`config.mk`:
```
export PLATFORM = sky130hd
export DESIGN_NAME = serial_paralelo_align_flat
export DESIGN_NICKNAME = d
export VERILOG_FILES = /design/src/rtl/serial_paralelo_align_if.sv /design/src/rtl/serial_paralelo_align.sv /design/src/flat_wrapper.sv
export SDC_FILE = /design/constraint.sdc
export NUM_CORES = 1
export LEC_CHECK = 0
export CAP_MARGIN = 25
export CORE_AREA = 10 10 59 61
export CTS_CLUSTER_DIAMETER = 150
export DETAILED_ROUTE_END_ITERATION = 7
export DIE_AREA = 0 0 69 71
export PLACE_DENSITY = 0.81
export SYNTH_ARGS = -nofsm -noshare
export SYNTH_HDL_FRONTEND = slang
export SYNTH_SLANG_ARGS = --single-unit
```
`constraint.sdc`:
```
create_clock -name clk_32f -period 4.3 [get_ports clk_32f]
set_clock_uncertainty 0.1 [all_clocks]
set_input_delay 0.43 -clock clk_32f [delete_from_list [all_inputs] [get_ports clk_32f]]
set_output_delay 0.43 -clock clk_32f [all_outputs]
set_load 0.05 [all_outputs]
```
`src/rtl/serial_paralelo_align_if.sv`:
```
// Lane receiver bus: serial bit input plus parallel word and link status outputs.
interface serial_paralelo_align_if #(
  parameter int unsigned WIDTH      = 8,
  parameter int unsigned LOCK_COUNT = 4
);
  localparam int unsigned CW = $clog2(LOCK_COUNT + 1);

  logic             data_in;
  logic [WIDTH-1:0] data_out;
  logic             valid_out;
  logic             idle_out;
  logic             active;
  logic [CW-1:0]    comma_cnt;

  modport master (
    output data_in,
    input  data_out, valid_out, idle_out, active, comma_cnt
  );

  modport slave (
    input  data_in,
    output data_out, valid_out, idle_out, active, comma_cnt
  );
endinterface

```
`src/rtl/serial_paralelo_align.sv`:
```
// Serial-to-parallel lane receiver with comma-based word alignment, idle
// suppression and loss-of-lock detection. One bit per clk_32f, MSB first.
module serial_paralelo_align #(
  parameter int unsigned      WIDTH      = 8,
  parameter logic [WIDTH-1:0] COMMA      = 8'hBC,
  parameter logic [WIDTH-1:0] IDLE       = 8'h7C,
  parameter int unsigned      LOCK_COUNT = 4,
  parameter int unsigned      LOSS_COUNT = 2
) (
  input logic                clk_32f,
  input logic                reset,
  serial_paralelo_align_if.slave bus
);

  localparam int unsigned BW = $clog2(WIDTH);
  localparam int unsigned CW = $clog2(LOCK_COUNT + 1);
  localparam int unsigned LW = $clog2(LOSS_COUNT + 1);

  localparam logic [BW-1:0] LAST_BIT  = BW'(WIDTH - 1);
  localparam logic [CW-1:0] LOCK_LAST = CW'(LOCK_COUNT - 1);
  localparam logic [CW-1:0] CNT_ONE   = CW'(1);
  localparam logic [LW-1:0] LOSS_LAST = LW'(LOSS_COUNT - 1);

  typedef enum logic [1:0] {
    SEARCH = 2'd0,
    ALIGN  = 2'd1,
    LOCKED = 2'd2
  } state_t;

  state_t state, state_next;

  // The oldest bit of a word is never needed again once nxt is formed,
  // so only WIDTH-1 history bits are kept.
  logic [WIDTH-2:0] sr;
  logic [WIDTH-1:0] nxt;
  logic [BW-1:0]    bitc, bitc_d;
  logic [CW-1:0]    cnt_q, cnt_d;
  logic [LW-1:0]    loss_q, loss_d;
  logic [WIDTH-1:0] data_q, data_d;
  logic             valid_q, valid_d;
  logic             idle_q, idle_d;
  logic             boundary;
  logic             is_comma;
  logic             is_idle;

  assign nxt      = {sr, bus.data_in};
  assign boundary = (bitc == LAST_BIT);
  assign is_comma = (nxt == COMMA);
  assign is_idle  = (nxt == IDLE);

  // State register; reset drops the link immediately.
  always_ff @(posedge clk_32f or posedge reset) begin
    if (reset) state <= SEARCH;
    else       state <= state_next;
  end

  // Next-state: hunt for any comma, confirm on boundaries, fall out on repeated misplaced commas.
  always_comb begin
    state_next = state;
    unique case (state)
      SEARCH: begin
        if (is_comma) begin
          if (LOCK_COUNT == 1) state_next = LOCKED;
          else                 state_next = ALIGN;
        end
      end
      ALIGN: begin
        if (boundary) begin
          if (!is_comma)               state_next = SEARCH;
          else if (cnt_q == LOCK_LAST) state_next = LOCKED;
        end
      end
      LOCKED: begin
        if (!boundary && is_comma && (loss_q == LOSS_LAST)) state_next = SEARCH;
      end
      default: state_next = SEARCH;
    endcase
  end

  // Output/datapath next values: bit phase, comma and loss counters, word capture and strobes.
  always_comb begin
    bitc_d  = boundary ? '0 : bitc + 1'b1;
    cnt_d   = cnt_q;
    loss_d  = loss_q;
    data_d  = data_q;
    valid_d = 1'b0;
    idle_d  = 1'b0;
    unique case (state)
      SEARCH: begin
        cnt_d  = '0;
        loss_d = '0;
        if (is_comma) begin
          bitc_d = '0;
          cnt_d  = CNT_ONE;
        end
      end
      ALIGN: begin
        if (boundary) begin
          if (is_comma) cnt_d = cnt_q + 1'b1;
          else          cnt_d = '0;
        end
      end
      LOCKED: begin
        if (boundary) begin
          if (is_comma) loss_d = '0;
          if (is_idle) begin
            idle_d = 1'b1;
          end else begin
            data_d  = nxt;
            valid_d = 1'b1;
          end
        end else if (is_comma) begin
          if (loss_q == LOSS_LAST) begin
            loss_d = '0;
            cnt_d  = '0;
          end else begin
            loss_d = loss_q + 1'b1;
          end
        end
      end
      default: begin
        cnt_d  = '0;
        loss_d = '0;
      end
    endcase
  end

  // Datapath registers; an asserted reset discards any partially received word.
  always_ff @(posedge clk_32f or posedge reset) begin
    if (reset) begin
      sr      <= '0;
      bitc    <= '0;
      cnt_q   <= '0;
      loss_q  <= '0;
      data_q  <= '0;
      valid_q <= 1'b0;
      idle_q  <= 1'b0;
    end else begin
      sr      <= nxt[WIDTH-2:0];
      bitc    <= bitc_d;
      cnt_q   <= cnt_d;
      loss_q  <= loss_d;
      data_q  <= data_d;
      valid_q <= valid_d;
      idle_q  <= idle_d;
    end
  end

  assign bus.data_out  = data_q;
  assign bus.valid_out = valid_q;
  assign bus.idle_out  = idle_q;
  assign bus.active    = (state == LOCKED);
  assign bus.comma_cnt = cnt_q;

endmodule

```
`src/flat_wrapper.sv`:
```
// flat-port wrapper written by rule: the top's interface ports become plain ports
module serial_paralelo_align_flat 
#(
  parameter int unsigned      WIDTH      = 8,
  parameter logic [WIDTH-1:0] COMMA      = 8'hBC,
  parameter logic [WIDTH-1:0] IDLE       = 8'h7C,
  parameter int unsigned      LOCK_COUNT = 4,
  parameter int unsigned      LOSS_COUNT = 2
)
  (clk_32f, reset, bus_data_in, bus_data_out, bus_valid_out, bus_idle_out, bus_active, bus_comma_cnt);
  serial_paralelo_align_if #(.WIDTH(WIDTH), .LOCK_COUNT(LOCK_COUNT)) bus_i ();
  input logic clk_32f;
  input logic reset;
  input wire logic [$bits(bus_i.data_in)-1:0] bus_data_in;
  output wire logic [$bits(bus_i.data_out)-1:0] bus_data_out;
  output wire logic [$bits(bus_i.valid_out)-1:0] bus_valid_out;
  output wire logic [$bits(bus_i.idle_out)-1:0] bus_idle_out;
  output wire logic [$bits(bus_i.active)-1:0] bus_active;
  output wire logic [$bits(bus_i.comma_cnt)-1:0] bus_comma_cnt;
  assign bus_i.data_in = bus_data_in;
  assign bus_data_out = bus_i.data_out;
  assign bus_valid_out = bus_i.valid_out;
  assign bus_idle_out = bus_i.idle_out;
  assign bus_active = bus_i.active;
  assign bus_comma_cnt = bus_i.comma_cnt;
  serial_paralelo_align #(.WIDTH(WIDTH), .COMMA(COMMA), .IDLE(IDLE), .LOCK_COUNT(LOCK_COUNT), .LOSS_COUNT(LOSS_COUNT)) u_core (.clk_32f(clk_32f), .reset(reset), .bus(bus_i));
endmodule
```
==> metrics.md, run 1 <==
| Metric | Value |
|---|---|
| Die Width | `69 um` |
| Kind of critical path | `reg -> out` |
| CP Max Fanout | `7` |
| CP bufs+invs | `2` |
| Status | `finished, final reports clean` |
| Pins over their slew limit | `0` |
| Share of layout cells above drive strength 1 | `0.156` |
| Post-Route WL | `2070 um` |
| Hold-fix buffers, CTS | `0` |
| Slew margin rel. | `0.661` |
| Worst-path cell chain | `nand2b_1 > inv_2 > clkdlybuf4s50_1` |
| Total grt overflow | `0` |
| Drt via density | `5.32` |
| # DRC | `0` |
| Antenna violations before repair | `0` |
| Syn avg cell area | `12.5 um^2` |
| P&R area growth vs syn | `22.1%` |
| WP depth | `3` |
| F_max | `402 MHz` |
| Core area | `2390 um^2` |
| Syn_nets | `96` |
| Hold Crit Class | `in -> async` |
| Period minus WS final | `2.48 ns` |
| CP max-delay cell | `clkdlybuf4s50_1` |
| Most used DFF post-synth | `dfrtp_1` |
| Seq cells post-synth | `27` |
| Worst-path clk slew | `0.14 ns` |
| Largest area contributor in the synthesized netlist | `dfrtp_1` |
| Maximum VDD drop | `232 uV` |
| Sink Count | `27` |
| H-tree level count | `1` |
| Arrival @ worst endpoint | `1.95 ns` |
| Setup TNS | `0 ns` |
| Detailed-route via count | `739` |
| Vias in the first global route | `772` |
| First-pass GRT wire length | `3570 um` |
| Final worst-path cycle share | `0.578` |
| Hpwl dp | `1560 um` |
| Design Power | `420 uW` |
| Final Wtd Congestion | `0.875` |
| Pre-CTS setup slack | `2.10 ns` |
| RSZ-0062 raised after global routing | `no` |
| Finished Layout Cells | `139` |
| WP data required | `3.77 ns` |
| Ant diodes | `0` |
| Max cap viols | `0` |
| TritonCTS clock tree | `done` |
| Drt initial violations | `20` |
| CP peak stage delay | `0.82 ns` |
| Yosys cell types | `25` |
| IO buf count | `16` |
| I/O pins | `17` |
| Synth warn | `0` |
| Rows | `18` |
| GRT Util Overall | `0.0895` |
| Root buffer cell | `clkbuf_4` |
| Worst Reg-to-Reg Cells | `6` |
| Reg-to-Reg End | `u_core.bus.comma_cnt[1]$_DFFE_PP0P_` |
| Placed insts | `134` |
| CP Launch Type | `flip-flop` |
| Top cells by count, synth | `dfrtp_1, o21ai_0, mux2_2, nand2_1, inv_1` |
| Crit end category | `primary output` |
| PD cells | `308 nW/um^2` |
| Final setup violation count | `0` |
| Fin. Hold Viols | `0` |
| Post-CTS Resized | `0` |
| Die Ht | `71 um` |
| Pre-antenna DRT Iters | `4` |
| Seq/Total Area, Yosys | `0.605` |
| Pin count of the biggest net entering global routing | `28` |
| Worst skew pair latency | `0.33 ns` |
| Synthesized instance count | `89` |
| Die Area | `4900 um^2` |
| Mapped cell area | `1120 um^2` |
| Async SR Flop Fraction | `1.00` |
| Yosys top cell area share | `0.605` |
| Most common cell in the netlist | `dfrtp_1` |
| Layout Nets | `117` |
| Flop-to-flop setup slack | `2.35 ns` |
| Clock buffer depth | `2` |
| EDFF count, synth | `0` |
| # Post-CTS Setup Buffers | `0` |
| Worst Max-Slew Pin Slew | `0.507 ns` |
| Area contributors post-synth | `dfrtp_1, mux2_2, ha_1` |
| DR WL/cell | `14.9 um` |
| R2r startpoint | `u_core.bitc[0]$_DFF_PP0_` |
| Post-route ant nets | `0` |
| Top delay family on crit path | `buffers and inverters` |
| Core Util, Final | `0.571` |
| Starting density of the core | `0.468` |
| Lkg Pwr | `0.590 nW` |
| Setup ws final | `1.82 ns` |
| Num CTS Buffers | `3` |
-- how the worst max path moves through the flow --
stage,to,from
detailed placement,u_core.bus.data_out[0]$_DFFE_PP0P_,bus_data_in
global route,bus_active,u_core.state[0]$_DFFE_PP0P_
finish,bus_active,u_core.state[0]$_DFFE_PP0P_
CTS,bus_active,u_core.state[0]$_DFFE_PP0P_
global placement,u_core.bus.data_out[5]$_DFFE_PP0P_,bus_data_in
floorplan,u_core.bus.comma_cnt[0]$_DFFE_PP0P_,u_core.bitc[0]$_DFF_PP0_
-- cells in the final DEF (no fill, tap or decap) --
cell type | synthesis | layout
nor2_1 | 4 | 4
inv_2 | 1 | 1
clkbuf_4 | 0 | 3
o21ai_0 | 7 | 7
nor3_1 | 2 | 2
and3_1 | 1 | 1
mux2_4 | 2 | 2
mux2_2 | 6 | 6
nor3b_1 | 2 | 2
dfrtp_1 | 27 | 27
and4bb_2 | 1 | 1
and2_1 | 1 | 1
clkbuf_1 | 0 | 1
a21o_1 | 1 | 1
nand4_4 | 1 | 1
or3b_2 | 1 | 1
nor2b_1 | 4 | 4
buf_16 | 0 | 1
nand3_1 | 4 | 4
and4b_1 | 1 | 1
nand3_4 | 1 | 1
inv_1 | 5 | 5
nand4_1 | 1 | 1
ha_1 | 4 | 4
nand2b_1 | 1 | 1
clkdlybuf4s50_1 | 0 | 16
a21oi_1 | 4 | 4
nand2_1 | 6 | 6
-- final cells by class --
class	count	area, um^2
fill	215	1020
sequential	27	676
multi-input combinational	55	413
timing repair buffer	17	188
tap	30	37.5
clock buffer	4	26.3
inverter	6	22.5
-- worst register-to-register path, stage by stage, from the launching register on --
cell and delay (ns):
dfrtp_1 0.41, ha_1 0.20, ha_1 0.34, or3b_2 0.51, nand4_1 0.15, nand3_1 0.08
o21ai_0 0.08
-- through the flow --
step	hold WS, ns	area (um^2)
after CTS	0.316	1340
after global placement	0.280	1310
final	0.187	1360
after floorplan	0.263	1120
after global routing	0.184	1360
after detailed placement	0.286	1310
-- logic make-up after synthesis --
logic type,synth area share
AOI/OAI and AO/OA,0.0561
adders and majority gates,0.0448
buffers and inverters,0.0247
DFF,0.605
muxes,0.0874
and+or+nand+nor,0.182
-- power breakdown --
part           switching (mW)  internal (mW)  leakage [nW]  total (mW)
clock network          0.0731         0.0364        0.0150       0.110
logic                  0.0254         0.0165         0.248      0.0419
registers             0.00630          0.262         0.327       0.269
-- metal layers --
layer / GRT usage / wire length (um) / share of wire
met4: 0.0537 / 47 / 0.023
met5: 0 / 0 / 0
met3: 0.0377 / 137 / 0.066
met2: 0.147 / 1050 / 0.51
met1: 0.0936 / 831 / 0.40
-- sequential cells by signal (all words and copies together), names as in the netlist --
signal,cells
u_core.sr,7
u_core.bus.comma_cnt,3
u_core.bus.valid_out,1
u_core.bus.idle_out,1
u_core.bitc,3
u_core.bus.data_out,8
u_core.state,2
u_core.loss_q,2
No activity file was read; power rests on OpenSTA's default activity.
==> run 2: changes to the inputs <==
==> constraint.sdc (replaced) <==
create_clock -name clk_32f -period 2.37 [get_ports clk_32f]
set_clock_uncertainty 0.1 [all_clocks]
set_input_delay 0.237 -clock clk_32f [delete_from_list [all_inputs] [get_ports clk_32f]]
set_output_delay 0.237 -clock clk_32f [all_outputs]
set_load 0.05 [all_outputs]
==> metrics.md, run 2 (synthesis results as in run 1) <==
| Metric | Value |
|---|---|
| Status | `finished, final reports clean` |
| Hold-fix buffers, CTS | `0` |
| Max cap viols | `0` |
| Arrival @ worst endpoint | `1.59 ns` |
| GRT Util Overall | `0.0880` |
| Period minus WS final | `1.92 ns` |
| Pins over their slew limit | `0` |
| Pin count of the biggest net entering global routing | `28` |
| Flop-to-flop setup slack | `0.50 ns` |
| Pre-antenna DRT Iters | `5` |
| Starting density of the core | `0.468` |
| Die Area | `4900 um^2` |
| Die Width | `69 um` |
| Final-layout fill cell count | `214` |
| Detailed-route via count | `736` |
| DR WL/cell | `14.2 um` |
| CP Launch Point | `u_core.bus.comma_cnt[0]$_DFFE_PP0P_` |
| R2r startpoint | `u_core.bitc[0]$_DFF_PP0_` |
| Ant diodes | `0` |
| F_max | `520 MHz` |
| Worst-path clk slew | `0.14 ns` |
| Final worst-path cycle share | `0.811` |
| Sink Count | `27` |
| Post-CTS Resized | `0` |
| Root buffer cell | `clkbuf_4` |
| CP Launch Type | `flip-flop` |
| Worst Reg-to-Reg Cells | `6` |
| Largest register FFs | `8` |
| Setup TNS | `0 ns` |
| Reg-to-Reg End | `u_core.bus.comma_cnt[1]$_DFFE_PP0P_` |
| Kind of critical path | `reg -> out` |
| Maximum VDD drop | `373 uV` |
| Top delay family on crit path | `buffers and inverters` |
| Core area | `2390 um^2` |
| Die Ht | `71 um` |
| Fin. Hold Viols | `0` |
| Antenna violations before repair | `0` |
| CP bufs+invs | `1` |
| Rows | `18` |
| # Post-CTS Setup Buffers | `0` |
| Worst Setup EP | `bus_comma_cnt[0]` |
| Num CTS Buffers | `3` |
| Worst Max-Slew Pin Slew | `0.510 ns` |
| Total grt overflow | `0` |
| Post-Route WL | `1990 um` |
| Hpwl dp | `1530 um` |
| Hold Crit Class | `in -> async` |
| RSZ-0062 raised after global routing | `no` |
| P&R area growth vs syn | `21.2%` |
| Most common cell after layout, fill and taps aside | `dfrtp_1` |
| CP Max Fanout | `4` |
| WP depth | `1` |
| Worst-path cell chain | `clkdlybuf4s50_1` |
| IO buf count | `16` |
| WP data required | `2.03 ns` |
| Post-route ant nets | `0` |
| Lkg Pwr | `0.587 nW` |
| Clock buffer depth | `2` |
| Commonest non-fill, non-tap cells in the layout | `dfrtp_1, clkdlybuf4s50_1, o21ai_0, nand2_1, mux2_2` |
| PD cells | `554 nW/um^2` |
| # DRC | `0` |
| Drt via density | `5.26` |
| Drt initial violations | `27` |
| TritonCTS clock tree | `done` |
| CP max-delay cell | `clkdlybuf4s50_1` |
| First-pass GRT wire length | `3640 um` |
| Slew margin rel. | `0.659` |
| Vias in the first global route | `787` |
| Final Wtd Congestion | `0.861` |
| Share of layout cells above drive strength 1 | `0.164` |
| Worst skew pair latency | `0.31 ns` |
| Final setup violation count | `0` |
| I/O pins | `17` |
| Layout Nets | `118` |
| Crit end category | `primary output` |
| CP peak stage delay | `0.83 ns` |
| Core Util, Final | `0.567` |
| H-tree level count | `1` |
[run 2: changes by cell type in the layout (fill, tap and decap cells not counted)]
cell and delta:
dlymetal6s2s_1 +1, clkdlybuf4s50_1 -1, buf_16 -1, buf_4 +2
[run 2: power by group]
group	total, mW	switching [mW]	internal [mW]	leakage (nW)
sequential	0.488	0.0117	0.476	0.327
combinational	0.0710	0.0447	0.0263	0.245
clock	0.190	0.125	0.0657	0.0150
[run 2: final cells by class]
class                           count  area, um^2  share of cell area
Timing Repair Buffer               18         178               0.131
Tap cell                           30        37.5              0.0278
Clock buffer                        4        26.3              0.0194
Multi-Input combinational cell     55         413               0.305
Sequential cell                    27         676               0.500
Inverter                            6        22.5              0.0167
[run 2: through the flow]
stage / total power, mW / worst slack (ns) / cells / area [um^2] / hold slack (ns)
after floorplan: 0.541 / 0.678 / 89 / 1120 / 0.168
after global routing: 0.786 / 0.338 / 140 / 1350 / 0.174
after detailed placement: 0.569 / 0.414 / 136 / 1320 / 0.286
final: 0.749 / 0.447 / 140 / 1350 / 0.150
after global placement: 0.568 / 0.441 / 136 / 1320 / 0.281
after CTS: 0.758 / 0.0837 / 140 / 1350 / 0.158
[run 2: worst min-delay path by stage]
stage / start / to / depth (start not counted)
3_5_place_dp: u_core.sr[4]$_DFF_PP0_ / u_core.sr[5]$_DFF_PP0_ / 0
6_report: reset / u_core.state[0]$_DFFE_PP0P_ / 3
5_1_grt: reset / u_core.bus.valid_out$_DFF_PP0_ / 3
3_3_place_gp: u_core.sr[3]$_DFF_PP0_ / u_core.sr[4]$_DFF_PP0_ / 0
2_1_floorplan: bus_data_in / u_core.sr[0]$_DFF_PP0_ / 0
4_1_cts: reset / u_core.bus.comma_cnt[0]$_DFFE_PP0P_ / 3
[run 2: per-layer routing]
metal,global-route usage,routed length (um),part of all wire
met3,0.0349,139,0.070
met5,0,0,0
met4,0.0336,12,0.0060
met1,0.0983,809,0.41
met2,0.147,1020,0.52
==> run 3: changes to the inputs <==
==> constraint.sdc (replaced) <==
create_clock -name clk_32f -period 1.9 [get_ports clk_32f]
set_clock_uncertainty 0.1 [all_clocks]
set_input_delay 0.19 -clock clk_32f [delete_from_list [all_inputs] [get_ports clk_32f]]
set_output_delay 0.19 -clock clk_32f [all_outputs]
set_load 0.05 [all_outputs]
==> metrics.md, run 3 (synthesis results as in run 1) <==
| Metric | Value |
|---|---|
| Status | `finished, final reports clean` |
| H-tree level count | `1` |
| Kind of critical path | `reg -> out` |
| Final setup violation count | `0` |
| CP max-delay cell | `clkdlybuf4s50_1` |
| Pin count of the biggest net entering global routing | `28` |
| PD cells | `685 nW/um^2` |
| Top delay family on crit path | `buffers and inverters` |
| Post-route ant nets | `0` |
| Starting density of the core | `0.468` |
| Design Power | `944 uW` |
| Antenna violations before repair | `0` |
| Vias in the first global route | `815` |
| CP bufs+invs | `1` |
| Worst skew pair latency | `0.33 ns` |
| Most common cell after layout, fill and taps aside | `dfrtp_1` |
| Flop-to-flop setup slack | `0.10 ns` |
| Post-Route WL | `2000 um` |
| Die Area | `4900 um^2` |
| Maximum VDD drop | `515 uV` |
| Rows | `18` |
| Arrival @ worst endpoint | `1.55 ns` |
| Core area | `2390 um^2` |
| GRT Util Overall | `0.0888` |
| Hold-fix buffers, CTS | `0` |
| Lkg Pwr | `0.624 nW` |
| TritonCTS clock tree | `done` |
| Final Wtd Congestion | `0.805` |
| I/O pins | `17` |
| F_max | `544 MHz` |
| Sink Count | `27` |
| Max cap viols | `0` |
| Commonest non-fill, non-tap cells in the layout | `dfrtp_1, clkdlybuf4s50_1, o21ai_0, nand2_1, mux2_2` |
| Pre-antenna DRT Iters | `4` |
| WP data required | `1.61 ns` |
| Setup ws final | `0.0606 ns` |
| Slew margin rel. | `0.661` |
| Largest register FFs | `8` |
| Setup TNS | `0 ns` |
| Root buffer cell | `clkbuf_4` |
| Pins over their slew limit | `0` |
| Detailed-route via count | `742` |
| CP peak stage delay | `0.82 ns` |
| RSZ-0062 raised after global routing | `no` |
| Die Width | `69 um` |
| Drt initial violations | `24` |
| Worst-path cell chain | `clkdlybuf4s50_1` |
| Min Hold Slack | `0.0881 ns` |
| Pre-CTS setup slack | `-0.0367 ns` |
| Fin. Hold Viols | `0` |
| First-pass GRT wire length | `3630 um` |
| Worst Max-Slew Pin Slew | `0.507 ns` |
| P&R area growth vs syn | `23.4%` |
| Clock buffer depth | `2` |
| Core Util, Final | `0.577` |
| Hold Crit Class | `in -> async` |
| Total grt overflow | `0` |
| IO buf count | `16` |
| Worst-path clk slew | `0.14 ns` |
| # DRC | `0` |
| Layout Nets | `120` |
| Final worst-path cycle share | `0.968` |
| Ant diodes | `0` |
| Crit end category | `primary output` |
| Num CTS Buffers | `3` |
| Period minus WS final | `1.84 ns` |
| Drt via density | `5.23` |
| CP Launch Type | `flip-flop` |
| Die Ht | `71 um` |
| DR WL/cell | `14.1 um` |
| CP Max Fanout | `3` |
| Share of layout cells above drive strength 1 | `0.188` |
| Hpwl dp | `1540 um` |
==> run 3: cell count changes in the layout (fill, tap and decap cells not counted), sizes merged <==
| cell | change |
|---|---|
| buf | +3 |
| clkdlybuf4s50 | -1 |
==> run 3: report_power, final <==
part           total [mW]  switching (mW)  leakage [nW]  internal [mW]
Sequential          0.608          0.0141         0.327          0.594
Clock               0.247           0.164        0.0150         0.0825
Combinational      0.0888          0.0559         0.282         0.0329
Total               0.944           0.234         0.624          0.709
==> run 3: final timing paths <==
path	start	to	cells past startpoint
min reg2reg	u_core.sr[4]$_DFF_PP0_	u_core.sr[5]$_DFF_PP0_	0
max reg2reg	u_core.bitc[0]$_DFF_PP0_	u_core.bus.comma_cnt[0]$_DFFE_PP0P_	6
max in group asynchronous	reset	u_core.bus.data_out[6]$_DFFE_PP0P_	3
min in group clk_32f	bus_data_in	u_core.sr[0]$_DFF_PP0_	1
max	u_core.bus.comma_cnt[1]$_DFFE_PP0P_	bus_comma_cnt[1]	1
min	reset	u_core.bus.comma_cnt[2]$_DFFE_PP0P_	3
==> run 3: layout make-up <==
| cell class | count | area (um^2) |
|---|---|---|
| fill | 214 | 1010 |
| timing repair buffer | 20 | 203 |
| clock buffer | 4 | 26.3 |
| multi-input combinational | 55 | 413 |
| sequential | 27 | 676 |
| tap | 30 | 37.5 |
| inverter | 6 | 22.5 |
==> run 3: routing by layer <==
metal	global-route usage	wire length, um
met3	0.0349	126
met4	0.0470	44
met2	0.155	1070
met1	0.0894	758
met5	0	0
==> run 3: metrics by stage <==
step / std cells / cell area, um^2
after floorplan: 89 / 1120
after global placement: 137 / 1340
after detailed placement: 137 / 1340
after CTS: 141 / 1370
after global routing: 142 / 1380
final: 142 / 1380
==> run 3: repair_timing <==
item,in CTS,in global routing
setup buffers,0,1
resized for setup,0,1
endpoints found under the hold margin,0,0
setup endpoints to repair,0,2
==> variant 1, RTL diff (config.mk and constraints of run 3) <==
`IDLE` is set to 8'h7C in 2 places; all go to 8'h3E.
--- a/src/rtl/serial_paralelo_align.sv
+++ b/src/rtl/serial_paralelo_align.sv
@@ -5,3 +5,3 @@
   parameter logic [WIDTH-1:0] COMMA      = 8'hBC,
-  parameter logic [WIDTH-1:0] IDLE       = 8'h7C,
+  parameter logic [WIDTH-1:0] IDLE       = 8'h3E,
   parameter int unsigned      LOCK_COUNT = 4,
--- a/src/flat_wrapper.sv
+++ b/src/flat_wrapper.sv
@@ -5,3 +5,3 @@
   parameter logic [WIDTH-1:0] COMMA      = 8'hBC,
-  parameter logic [WIDTH-1:0] IDLE       = 8'h7C,
+  parameter logic [WIDTH-1:0] IDLE       = 8'h3E,
   parameter int unsigned      LOCK_COUNT = 4,
Check against the original RTL: same outputs for any inputs over 10 cycles, from zero or initial values and one cycle with reset high; that may be too few to reach the edited logic, so the function may still have changed.
==> variant 1 against run 3 <==
  * Worst setup slack improved by 33 ps
  * Area after synthesis up 5.4%
  * Routed wire length grew 19%
  * Final area is 6.8% higher
  * Sequential cell count unchanged
  * Fmax increased by 1.8%
  * Largest cell class unchanged
Power is not compared: it rests on default switching activity, and its combinational part moved more than twofold at a synthesized area within 25%.
==> variant 1: results (changes against run 3) <==
Setup WS pre-CTS 36.3 ps (+73.0 ps); clock-pin slew on the worst setup and hold paths 150 ps; Critical Path Slowest Stage Cell clkdlybuf4s50_1; Least-Margin Pin Slew 518 ps (+11.3 ps); Worst EP arrival 1520 ps (-30 ps); outcome completed; Wirelength per Cell 15.7 um (+11%); multiplexer share of the synthesized area 3.83% (-4.9 points); Worst Reg-to-Reg Cells 5 (-1); ranking of synthesized cells by area dfrtp_1 (57%), ha_1 (4.3%), nor4b_4 (4.0%), mux2_2 (3.8%), inv_1 (2.9%); WL final 2.38 mm (+19%); drt drc 0 (unchanged); post-synthesis sequential area ratio 57.4% (-3.1 points); Worst-Skew Late Latency 330 ps (about the same); fillers 206 (-3.7%); Max FO, Critical Path 2 (-1); crit path from u_core.bus.data_out[6]; DRT iter0 DRCs 83 (+250%); cells after synthesis 99 (+11%); ratio of cells with drive above 1 in the final layout 18.0% (-0.72 points); number of global-route vias before repair 873 (+7.1%); IO buf count 16 (unchanged); top post-synthesis cells by count dfrtp_1 (27), inv_1 (9), nand2_1 (7), nor2_1 (7); post-synth cell types 32 (+28%); GRT Total Usage 9.90% (+1.0 points); DR vias/cell 5.38 (+2.9%); final net count 130 (+8.3%); first-pass GRT wire length 4.15 mm (+14%); post-synthesis compound-gate area fraction 11.8% (+6.2 points); Largest register FFs 8 (unchanged); Placer Congestion 0.831 (+3.2%); Synth Area in Adders 4.26% (-0.23 points); Mapped Nets 106 (+10%); H-tree depth reported by CTS 1 (unchanged)
## variant 1: cell count changes after synthesis, moves of 2 or more
cell / before / now
nand4_1: 1 / 3
nor2b_1: 4 / 2
nor3_1: 2 / 0
a21oi_1: 4 / 2
nor2_1: 4 / 7
o21ai_0: 7 / 3
mux2_4: 2 / 0
o221ai_1: 0 / 3
mux2_2: 6 / 4
inv_1: 5 / 9
nor4b_4: 0 / 2
a31oi_1: 0 / 3
## variant 1: layout make-up
type	instances	area, um^2	share of cell area (%)
multi-input combinational	60	464	31.5
tap	30	37.5	2.55
sequential	27	676	45.9
inverter	10	41.3	2.81
clock buffer	3	22.5	1.53
timing repair buffer	21	223	15.1
clock inverter	1	7.51	0.510
## variant 1: timing repair
item,4_1_cts,5_1_grt
gates resized for setup,0,10
hold buffers,0,0
endpoints found under the setup margin,0,13
## variant 1: worst paths after layout
kind | to | slack (ps)
worst max-delay path | bus_data_out[6] | 90
worst min-delay path | u_core.sr[2] | 90
worst max register to register | u_core.bus.comma_cnt[2] | 100
worst min register to register | u_core.sr[3] | 320
max in group asynchronous | u_core.sr[5] | 1350
min in group clk_32f | u_core.sr[3] | 320
## variant 1: power by group
part	total, W	internal (W)	switching (W)
sequential	0.000642	0.000611	0.0000306
combinational	0.000186	0.0000709	0.000115
clock	0.000250	0.0000805	0.000169
## variant 1: logic make-up after synthesis
| group | Yosys count |
|---|---|
| AO/OA/AOI/OAI | 19 |
| adder cells (fa/ha/maj) | 4 |
| buffers and inverters | 12 |
| flip-flops | 27 |
| multiplexers | 4 |
| AND/OR/NAND/NOR | 33 |
## variant 1: through the flow
| step | area [um^2] | hold slack [ps] | TNS [ps] |
|---|---|---|---|
| detailed placement | 1410 | 284 | 0 |
| global route | 1470 | 86.9 | -5.33 |
| global placement | 1410 | 292 | 0 |
| finish | 1470 | 92.9 | 0 |
| floorplan | 1180 | 121 | 0 |
| CTS | 1440 | 105 | 0 |
## variant 1: per-layer routing
metal	GRT usage [%]	share of wire [%]	vias to the layer above
li1	-	-	399
met1	11.2	43	396
met2	16.0	48	18
met3	4.74	8.4	4
met4	3.36	1.0	0
met5	0	0	-
## variant 1: worst reg2reg max path: stages, from the launching register on
cell and delay (ps):
dfrtp_1 410, ha_1 200, ha_1 260, nor3b_1 320, a2bb2oi_2 240, o221ai_1 150
==> variant 2, RTL diff (settings of run 3) <==
Made on the original files. Encoding of `state_t`: now one-hot (3 bits for 3 states).
--- a/src/rtl/serial_paralelo_align.sv
+++ b/src/rtl/serial_paralelo_align.sv
@@ -23,6 +23,6 @@
 
-  typedef enum logic [1:0] {
-    SEARCH = 2'd0,
-    ALIGN  = 2'd1,
-    LOCKED = 2'd2
+  typedef enum logic [2:0] {
+    SEARCH = 3'b001,
+    ALIGN  = 3'b010,
+    LOCKED = 3'b100
   } state_t;
Function: same outputs for any inputs over 10 cycles, from zero or initial values and one cycle with reset high; not proved beyond that.
==> variant 2 against run 3 <==
  * Final area increased by 12%
  * Cell count increased by 1.4%
  * Critical path depth increased by 5
  * Area after synthesis increased by 4.5%
  * Die area unchanged
  * Worst setup slack got worse by 23 ps
  * Sequential share of layout area decreased by 3.4 points
  * Core utilization increased by 6.8 points
  * Register-to-register slack got worse by 60 ps
  * Routed wire length increased by 20%
  * Count of clock-buffer cells in the layout decreased by 1
  * Total power increased by 21%
  * Sequential cell count increased by 1
==> variant 2: results (changes against run 3) <==
DRT iter0 DRCs 33 (+38%); post-synthesis compound-gate area fraction 9.76% (+4.2 points); Max FO, Critical Path 4 (+1); DR vias/cell 5.50 (+5.3%); Mapped Nets 94 (-2.1%); maximum VDD drop 0.638 mV (+24%); first-pass GRT wire length 3.80 mm (+4.7%); Critical Path Slowest Stage Cell dfrtp_1; Worst R2R End u_core.bus.comma_cnt[2]; multiplexer share of the synthesized area 7.73% (-1.0 points); outcome completed; CP endpoint u_core.bus.comma_cnt[2]; Crit path max-delay family compound AO/OA/AOI/OAI gates; sequential group power 0.000655 W (+7.7%); LEAKAGE 0.756 nW (+21%); Wirelength per Cell 16.6 um (+18%); Least-Margin Pin Slew 515 ps (+7.89 ps); Placer Congestion 0.761 (-5.5%); Clk pwr share 34.5% (+8.3 points); post-synth cell types 30 (+20%); ratio of cells with drive above 1 in the final layout 29.8% (+11 points); Synth Area in Adders 4.29% (-0.19 points); GRT Total Usage 9.31% (+0.43 points); register-to-register setup slack 40 ps (-60 ps); hpwl dp 1.67 mm (+8.8%)
-- variant 2: layer usage --
metal  global-route usage [%]  share of wire (%)  vias up
met5                        0                  0        -
met4                     6.04                1.7        0
met3                     2.79                4.1        4
met2                     16.8                 56       10
met1                     9.09                 38      414
li1                         -                  -      364
-- variant 2: cell type report --
type                       count  area [um^2]
fill                         200          848
sequential                    28          702
multi-input combinational     52          483
timing repair buffer          25          245
tap                           30         37.5
clock inverter                 1         30.0
clock buffer                   3         22.5
inverter                       5         18.8
-- variant 2: through the flow --
stage	power, W	utilization, %	setup TNS (ps)	setup WS [ps]	hold WS (ps)
after floorplan	0.000723	-	-111	-37.0	121
after global placement	0.000740	59.4	0	15.4	281
after detailed placement	0.000749	59.4	-474	-51.8	284
after CTS	0.00114	62.5	-20.1	-14.6	114
after global routing	0.00121	64.5	-39.4	-17.9	117
final	0.00115	64.5	0	37.3	91.0
